--- src/rtl/beta_prefetch_buffer_if.sv ---
// Instruction memory bus between the prefetch buffer and the fetch port.
// Master issues single requests; slave accepts and returns one response each.
interface beta_prefetch_buffer_if #(
  parameter int DataWidth = 32
);
  logic                 instr_req;
  logic [DataWidth-1:0] instr_addr;
  logic                 instr_ready;
  logic                 instr_valid;
  logic [DataWidth-1:0] instr_rdata;

  modport master (
    output instr_req,
    output instr_addr,
    input  instr_ready,
    input  instr_valid,
    input  instr_rdata
  );

  modport slave (
    input  instr_req,
    input  instr_addr,
    output instr_ready,
    output instr_valid,
    output instr_rdata
  );
endinterface

--- src/rtl/beta_prefetch_buffer.sv ---
// Sequential instruction prefetcher: one outstanding fetch, {addr,instr} FIFO.
// Optional same-cycle bypass of an empty FIFO under `BETA_PFB_BYPASS_EN.
module beta_prefetch_buffer #(
  parameter int                   DataWidth = 32,
  parameter int                   Depth     = 4,
  parameter logic [DataWidth-1:0] BootAddr  = '0
) (
  input  logic                   clk_i,
  input  logic                   rstn_i,
  input  logic                   pfb_fetch_en_i,
  input  logic                   pfb_flush_i,
  input  logic [DataWidth-1:0]   pfb_flush_addr_i,
  beta_prefetch_buffer_if.master mem,
  output logic                   pfb_valid_o,
  input  logic                   pfb_ready_i,
  output logic [DataWidth-1:0]   pfb_instr_o,
  output logic [DataWidth-1:0]   pfb_addr_o,
  output logic [$clog2(Depth):0] pfb_count_o,
  output logic                   pfb_busy_o
);

  localparam int PtrW = $clog2(Depth);
  localparam logic [PtrW:0] DepthC = (PtrW+1)'(Depth);

  typedef enum logic [1:0] {
    S_IDLE,
    S_WAIT,
    S_DROP
  } state_e;

  typedef struct packed {
    logic [DataWidth-1:0] addr;
    logic [DataWidth-1:0] instr;
  } entry_t;

  state_e state_q;
  state_e state_d;

  logic [DataWidth-1:0] fetch_addr_q;
  logic [DataWidth-1:0] req_addr_q;
  logic [DataWidth-1:0] flush_target;

  entry_t          fifo_q [Depth];
  entry_t          head;
  entry_t          resp_entry;
  logic [PtrW-1:0] rd_ptr_q;
  logic [PtrW-1:0] wr_ptr_q;
  logic [PtrW:0]   count_q;

  logic space;
  logic req;
  logic accept;
  logic resp;
  logic bypass;
  logic pop_fifo;
  logic wr_en;

  assign space        = count_q < DepthC;
  assign accept       = req & mem.instr_ready;
  assign flush_target = pfb_flush_addr_i & ~DataWidth'(3);
  assign head         = fifo_q[rd_ptr_q];
  assign resp_entry   = '{addr: req_addr_q,
                          instr: mem.instr_rdata};

  always_ff @(posedge clk_i) begin
    if (!rstn_i) begin
      state_q <= S_IDLE;
    end else begin
      state_q <= state_d;
    end
  end

  // A flush with an accepted request or a live response makes it stale.
  always_comb begin
    state_d = state_q;
    unique case (state_q)
      S_IDLE: begin
        if (accept) begin
          state_d = pfb_flush_i ? S_DROP : S_WAIT;
        end
      end
      S_WAIT: begin
        if (mem.instr_valid) begin
          state_d = S_IDLE;
        end else if (pfb_flush_i) begin
          state_d = S_DROP;
        end
      end
      S_DROP: begin
        if (mem.instr_valid) begin
          state_d = S_IDLE;
        end
      end
      default: state_d = S_IDLE;
    endcase
  end

  always_comb begin
    req  = 1'b0;
    resp = 1'b0;
    unique case (1'b1)
      state_q == S_IDLE: begin
        req = rstn_i & pfb_fetch_en_i & space;
      end
      state_q == S_WAIT: begin
        resp = mem.instr_valid & ~pfb_flush_i;
      end
      default: ;
    endcase
  end

  assign mem.instr_req  = req;
  assign mem.instr_addr = fetch_addr_q;
  assign pfb_busy_o     = state_q != S_IDLE;
  assign pfb_count_o    = count_q;

`ifdef BETA_PFB_BYPASS_EN
  assign bypass      = resp & (count_q == '0);
  assign pfb_valid_o = (count_q != '0) | bypass;
  assign pfb_instr_o = bypass ? resp_entry.instr
                              : head.instr;
  assign pfb_addr_o  = bypass ? resp_entry.addr
                              : head.addr;
`else
  assign bypass      = 1'b0;
  assign pfb_valid_o = count_q != '0;
  assign pfb_instr_o = head.instr;
  assign pfb_addr_o  = head.addr;
`endif

  assign pop_fifo = (count_q != '0) & pfb_ready_i
                  & ~pfb_flush_i;
  assign wr_en    = resp & ~(bypass & pfb_ready_i);

  always_ff @(posedge clk_i) begin
    if (!rstn_i) begin
      fetch_addr_q <= BootAddr;
      req_addr_q   <= '0;
    end else begin
      if (pfb_flush_i) begin
        fetch_addr_q <= flush_target;
      end else if (accept) begin
        fetch_addr_q <= fetch_addr_q + DataWidth'(4);
      end
      if (accept) begin
        req_addr_q <= fetch_addr_q;
      end
    end
  end

  always_ff @(posedge clk_i) begin
    if (!rstn_i) begin
      for (int i = 0; i < Depth; i++) begin
        fifo_q[i] <= '0;
      end
      rd_ptr_q <= '0;
      wr_ptr_q <= '0;
      count_q  <= '0;
    end else if (pfb_flush_i) begin
      rd_ptr_q <= '0;
      wr_ptr_q <= '0;
      count_q  <= '0;
    end else begin
      if (wr_en) begin
        fifo_q[wr_ptr_q] <= resp_entry;
        wr_ptr_q         <= wr_ptr_q + 1'b1;
      end
      if (pop_fifo) begin
        rd_ptr_q <= rd_ptr_q + 1'b1;
      end
      unique case ({wr_en, pop_fifo})
        2'b10:   count_q <= count_q + 1'b1;
        2'b01:   count_q <= count_q - 1'b1;
        default: count_q <= count_q;
      endcase
    end
  end

endmodule

--- src/flat_wrapper.sv ---
// flat-port wrapper written by rule: the top's interface ports become plain ports
module beta_prefetch_buffer_flat 
#(
  parameter int                   DataWidth = 32,
  parameter int                   Depth     = 4,
  parameter logic [DataWidth-1:0] BootAddr  = '0
)
  (clk_i, rstn_i, pfb_fetch_en_i, pfb_flush_i, pfb_flush_addr_i, pfb_valid_o, pfb_ready_i, pfb_instr_o, pfb_addr_o, pfb_count_o, pfb_busy_o, mem_instr_req, mem_instr_addr, mem_instr_ready, mem_instr_valid, mem_instr_rdata);
  beta_prefetch_buffer_if #(.DataWidth(DataWidth)) mem_i ();
  input  logic clk_i;
  input  logic rstn_i;
  input  logic pfb_fetch_en_i;
  input  logic pfb_flush_i;
  input  logic [DataWidth-1:0] pfb_flush_addr_i;
  output logic pfb_valid_o;
  input  logic pfb_ready_i;
  output logic [DataWidth-1:0] pfb_instr_o;
  output logic [DataWidth-1:0] pfb_addr_o;
  output logic [$clog2(Depth):0] pfb_count_o;
  output logic pfb_busy_o;
  output wire logic [$bits(mem_i.instr_req)-1:0] mem_instr_req;
  output wire logic [$bits(mem_i.instr_addr)-1:0] mem_instr_addr;
  input wire logic [$bits(mem_i.instr_ready)-1:0] mem_instr_ready;
  input wire logic [$bits(mem_i.instr_valid)-1:0] mem_instr_valid;
  input wire logic [$bits(mem_i.instr_rdata)-1:0] mem_instr_rdata;
  assign mem_instr_req = mem_i.instr_req;
  assign mem_instr_addr = mem_i.instr_addr;
  assign mem_i.instr_ready = mem_instr_ready;
  assign mem_i.instr_valid = mem_instr_valid;
  assign mem_i.instr_rdata = mem_instr_rdata;
  beta_prefetch_buffer #(.DataWidth(DataWidth), .Depth(Depth), .BootAddr(BootAddr)) u_core (.clk_i(clk_i), .rstn_i(rstn_i), .pfb_fetch_en_i(pfb_fetch_en_i), .pfb_flush_i(pfb_flush_i), .pfb_flush_addr_i(pfb_flush_addr_i), .mem(mem_i), .pfb_valid_o(pfb_valid_o), .pfb_ready_i(pfb_ready_i), .pfb_instr_o(pfb_instr_o), .pfb_addr_o(pfb_addr_o), .pfb_count_o(pfb_count_o), .pfb_busy_o(pfb_busy_o));
endmodule
--- config.mk ---
export PLATFORM = sky130hd
export DESIGN_NAME = beta_prefetch_buffer_flat
export DESIGN_NICKNAME = d
export VERILOG_FILES = /design/src/rtl/beta_prefetch_buffer_if.sv /design/src/rtl/beta_prefetch_buffer.sv /design/src/flat_wrapper.sv
export SDC_FILE = /design/constraint.sdc
export NUM_CORES = 1
export LEC_CHECK = 0
export ABC_AREA = 0
export CORE_MARGIN = 3
export CORE_UTILIZATION = 40
export DETAILED_ROUTE_END_ITERATION = 10
export DONT_BUFFER_PORTS = 1
export HOLD_SLACK_MARGIN = 0.06
export PLACE_DENSITY = 0.63
export SLEW_MARGIN = 20
export SYNTH_ARGS = -nofsm -noshare
export SYNTH_HDL_FRONTEND = slang
export SYNTH_SLANG_ARGS = --single-unit
--- constraint.sdc ---
create_clock -name clk_i -period 5.3 [get_ports clk_i]
set_input_delay 0.795 -clock clk_i [delete_from_list [all_inputs] [get_ports clk_i]]
set_output_delay 0.795 -clock clk_i [all_outputs]
set_load 0.03 [all_outputs]
# ---- Yosys cells after proc, flatten, opt, wreduce, memory -nomap -nowiden
# Memory sizes are Yosys's and may differ from the RTL's. A register that Yosys moved wholly into a read port is not among the register bits.
# Cells that the tools add are included.
dict set report word_totals {
  mem_count 1
  ff_bits 73
  ram_bits 256
}
# memory words width read_ports rd_clocked_by_memory_dff wr line
set memory_table {}
lappend memory_table {u_core.fifo_q 4 64 1 1 4 beta_prefetch_buffer.sv:43} ;# entry_t fifo_q [Depth];
dict set report classes {
  reduce_logical 8
  n_mux 21
  magnitude_cmp 1
  n_bitwise 8
  n_eq_ne 7
  addsub 5
}
# operator count
set ops {}
lappend ops {{two-way mux 32 bit} 2}
lappend ops {{two-way mux 64 bit} 1}
lappend ops {{OR reduction 64 bit} 1}
lappend ops {{adder 32 x 3 -> 32 bit (second input constant)} 1}
lappend ops {{two-way mux 2 bit} 8}
lappend ops {{two-way mux 1 bit} 8}
lappend ops {{AND 1 bit} 6}
lappend ops {{one-hot mux 2 bit (3 select lines)} 1}
lappend ops {{one-hot mux 3 bit (2 select lines)} 1}
lappend ops {{nonzero test 2 bit} 3}
lappend ops {{adder 2 x 1 -> 2 bit (second input constant)} 2}
lappend ops {{equality test 2 x 1 -> 1 bit (second input constant)} 2}
lappend ops {{equality test 2 bit (second input constant)} 2}
lappend ops {{adder 3 x 1 -> 3 bit (second input constant)} 1}
lappend ops {{< comparator 3 bit (second input constant)} 1}
lappend ops {{inequality test 3 bit (second input constant)} 1}
lappend ops {{AND reduction 3 bit} 1}
lappend ops {{nonzero test 3 bit} 1}
lappend ops {{subtractor 3 x 1 -> 3 bit (second input constant)} 1}
lappend ops {{logical NOT 2 bit} 1}
lappend ops {{inequality test 2 x 1 -> 1 bit (second input constant)} 1}
lappend ops {{inequality test 2 bit (second input constant)} 1}
lappend ops {{inverter 1 bit} 2}
lappend ops {{OR reduction 2 bit} 1}

# ---- Logic depth before layout (Yosys ltp)
dict set report logic_depth {
  ltp_word 9
  ltp_mapped 9
}

# ---- Least setup slack after synthesis
# OpenSTA, ideal clock, no wires.
dict set report synth_path {
  path_kind {in2reg}
  from {input pfb_flush_i}
  to {memory u_core.fifo_q[0][0] (netlist name), enable pin}
  stages 3
  arrival_ns 3.976
  slack_ns 0.834
  setup_ns 0.490
  n_path_buf 0
  cell_sequence {and4bb_2 inv_2 o21ai_1}
}
# item line
set synth_rtl {}
lappend synth_rtl {{start: declaration} flat_wrapper.sv:13} ;# input logic pfb_flush_i;
lappend synth_rtl {{end: declaration} beta_prefetch_buffer.sv:43}

==> flow_summary_export.csv <==
group,metric,value,unit
outcome,status,"finished, final reports clean",
critical_path,endpoint_kind,"primary output",
pwr,power_frac_seq,53.6,%
placement,dp_hpwl,18900,um
pwr,combPwrFrac,3.8,%
pwr,p_sw_share,22.0,%
clock_network,cts_tree,"done",
critical_path,crit_chain,"buf_4, mux4_2",
timing,fin_crit,3.23,ns
die,dieHeight,191,um
synth,synth_fa_ha_area_share,0.328,%
synth,ys_ff_latch,319,
min_path,hold_end,"u_core.state_q[1]",
critical_path,max_stage_delay,0.75,ns
synth,synthSimpleGateAreaFrac,14.6,%
timing,slew_violations,0,
clock_network,ctsResizeCount,0,
min_path,holdPathStages,1,
timing,setup_tns,0,ns
synth,syn_area,0.0137,mm2
synth,avgSynthCellArea,12.4,um2
grt,grt_pass1_wl,50000,um
route,num_vias,8495,
route,vias_per_cell,5.46,
route,wirelength,32000,um
synth,synthTopCellsByCount,"edfxtp_1 (248), nor2_1 (184), nand2_1 (139)",
synth,synth_compound_area_share,5.09,%
final_layout,fillers,3151,
synth,yosys_warnings,0,
timing,skew,0.00844,ns
synth,synth_cell_types,54,
job,drv_cap,0,
route,drc,0,
grt,grt.overflow.total,0,
clock_network,root_buffer,"clkbuf_16",
clock_network,clock_sinks,319,
critical_path,crit_type,"flop to primary output",
timing,hold_viol,0,
pwr,pwr-share-clk,42.6,%
critical_path,ff2ff_path_depth,8,
clock_network,clk_latency,0.51,ns
timing,finalHoldWorstSlack,0.419,ns
final_layout,syn_to_final_growth,10.7,%
route,antenna_left,0,
synth,ys_async_sr_fraction,0,%
die,ioPinCount,173,
timing,final-setup-viol-count,0,
final_layout,fin_util,45.2,%
timing,min_period_over_period,61.0,%
final_layout,drive_gt1_share,17.0,%
synth,ys.flop_type,"edfxtp_1",
synth,synth_cells,1107,
timing,rsz0062_at_grt,"no",
critical_path,rrSetupSlack,2.61,ns
timing,fmax,309,MHz
die,rows,67,
grt,grt_max_degree,63,
synth,synthTopCellsByArea,"edfxtp_1 (54%), dfxtp_1 (10%), mux4_2 (10%)",
synth,yosysSeqAreaShare,64.5,%
grt,grt_pass1_vias,8611,
synth,synth_top_area_cell,"edfxtp_1",
grt,antenna_found_initial,0,
clock_network,cts_max_path_buffers,3,
critical_path,arrival,2.44,ns
synth,synth_top_family_by_area,"simple AND/OR/NAND/NOR gates",
critical_path,rr_startpoint,"u_core.pfb_count_o[2]",
critical_path,cp_data_required_time,4.51,ns
die,fp.dieW,191,um
die,dieArea,0.0366,mm2
synth,yosysTopAreaCellShare,54.2,%
final_layout,nets,1157,
critical_path,crit_path_start_kind,"flop",
synth,synthXorXnorAreaFrac,0.892,%
die,initial_core_util,40.8,%
clock_network,htree_levels,2,
clock_network,clkTransAtPathRegs,0.06,ns
pwr,p_sw,1170,uW
die,coreArea,0.0337,mm2
timing,tightest_slew,1.02,ns
clock_network,numCtsBuffers,35,
route,drtPass1Iterations,5,
timing,relSlewSlack,31.8,%
synth,synth_edf_count,248,
critical_path,r2r-end,"u_core.pfb_count_o[2]",
synth,synth_most_common_cell,"edfxtp_1",
critical_path,critPathMaxFanout,28,
pwr,intPower,4160,uW
pwr,p_per_area,351,mW/mm2
placement,io_buffers,0,
min_path,hp-start,"rstn_i",
pwr,vdd.ir_drop.worst,0.189,mV
clock_network,cts.hold.buffers_added,0,
grt,grtUsageTotal,17.6,%
min_path,hp-class,"input port to flop",
route,drt-initial-drc-count,552,
final_layout,antenna_cells,0,
critical_path,crit_slowest_cell,"dfxtp_4",
synth,synth_mux_area_share,10.2,%
route,post_drt_wl_per_cell,20.6,um
placement,gp_congestion,0.807,
clock_network,post_cts_buffers,0,
pwr,p_leak,0.00543,uW
-- flip-flops by register name, indices dropped and copies added, names as in the netlist, named ones only --
name	flops
u_core.fifo_q	248
u_core.mem.instr_addr	30
u_core.req_addr_q	30
u_core.pfb_count_o	3
u_core.rd_ptr_q	2
u_core.state_q	2
u_core.wr_ptr_q	2
-- critical path, delay by kind of cell, from the launching register on --
kind                   cells  cell delay [ns]
buffers and inverters      1             0.47
muxes                      1             0.69
DFF                        1             0.75
-- stage by stage --
step | setup slack (ns) | area [um2] | cells | total power, uW
floorplan | 0.834 | 13800 | 1110 | 3060
global placement | 2.30 | 14100 | 1494 | 3110
detailed placement | 2.30 | 14100 | 1494 | 3120
CTS | 1.97 | 15200 | 1557 | 5390
global route | 1.88 | 15200 | 1557 | 5520
finish | 2.07 | 15200 | 1557 | 5330
-- power by group through the flow --
stage	sequential (uW)	clock, uW	combinational [uW]
after detailed placement	2910	0	204
after CTS	2860	2330	204
after floorplan	2900	0	163
after global placement	2910	0	203
final	2860	2270	201
after global routing	2870	2430	218
-- placed cells by master, fill, tap and decap left out, types with 21 or more instances in the layout --
cell	Yosys	final
mux4_2	62	62
nor2_1	184	183
and3_1	27	27
dfxtp_1	71	69
inv_1	21	21
inv_2	53	53
a21oi_1	39	39
nand2_1	139	138
clkbuf_16	0	37
edfxtp_1	248	248
-- final cells by class --
cell class	count	area, um2	area share [%]
sequential	319	8880	58.3
multi-input combinational	641	4340	28.5
clock buffer	53	1030	6.75
tap	448	561	3.68
inverter	74	278	1.83
timing repair buffer	12	90.1	0.592
clock inverter	10	42.5	0.280
-- layer usage --
layer	GRT usage, %	routed length (um)	share of wire [%]	vias to the layer above
met5	0	0	0	-
met4	4.29	701	2.2	0
met3	4.42	2680	8.4	52
met2	28.6	14800	46	292
met1	23.7	13800	43	4217
li1	-	-	-	3934
-- cells by family after synthesis --
logic type               count (synthesis)
AO/OA/AOI/OAI                          115
XOR/XNOR                                14
adder cells (fa/ha/maj)                  3
buffers and inverters                  150
flip-flops                             319
multiplexers                            62
other                                    1
AND/OR/NAND/NOR                        443
-- worst max path at each step --
stage	start	endpoint	slack (ns)	cells after the start
finish	flop	pfb_instr_o[3]	2.07	2
global route	flop	pfb_instr_o[3]	1.88	2
CTS	flop	pfb_addr_o[18]	1.97	2
detailed placement	pfb_flush_i	u_core.fifo_q[1][5]	2.30	4
global placement	pfb_flush_i	u_core.fifo_q[1][5]	2.30	4
floorplan	pfb_flush_i	u_core.fifo_q[0][0]	0.83	3
Power figures use the tool's default switching activity.
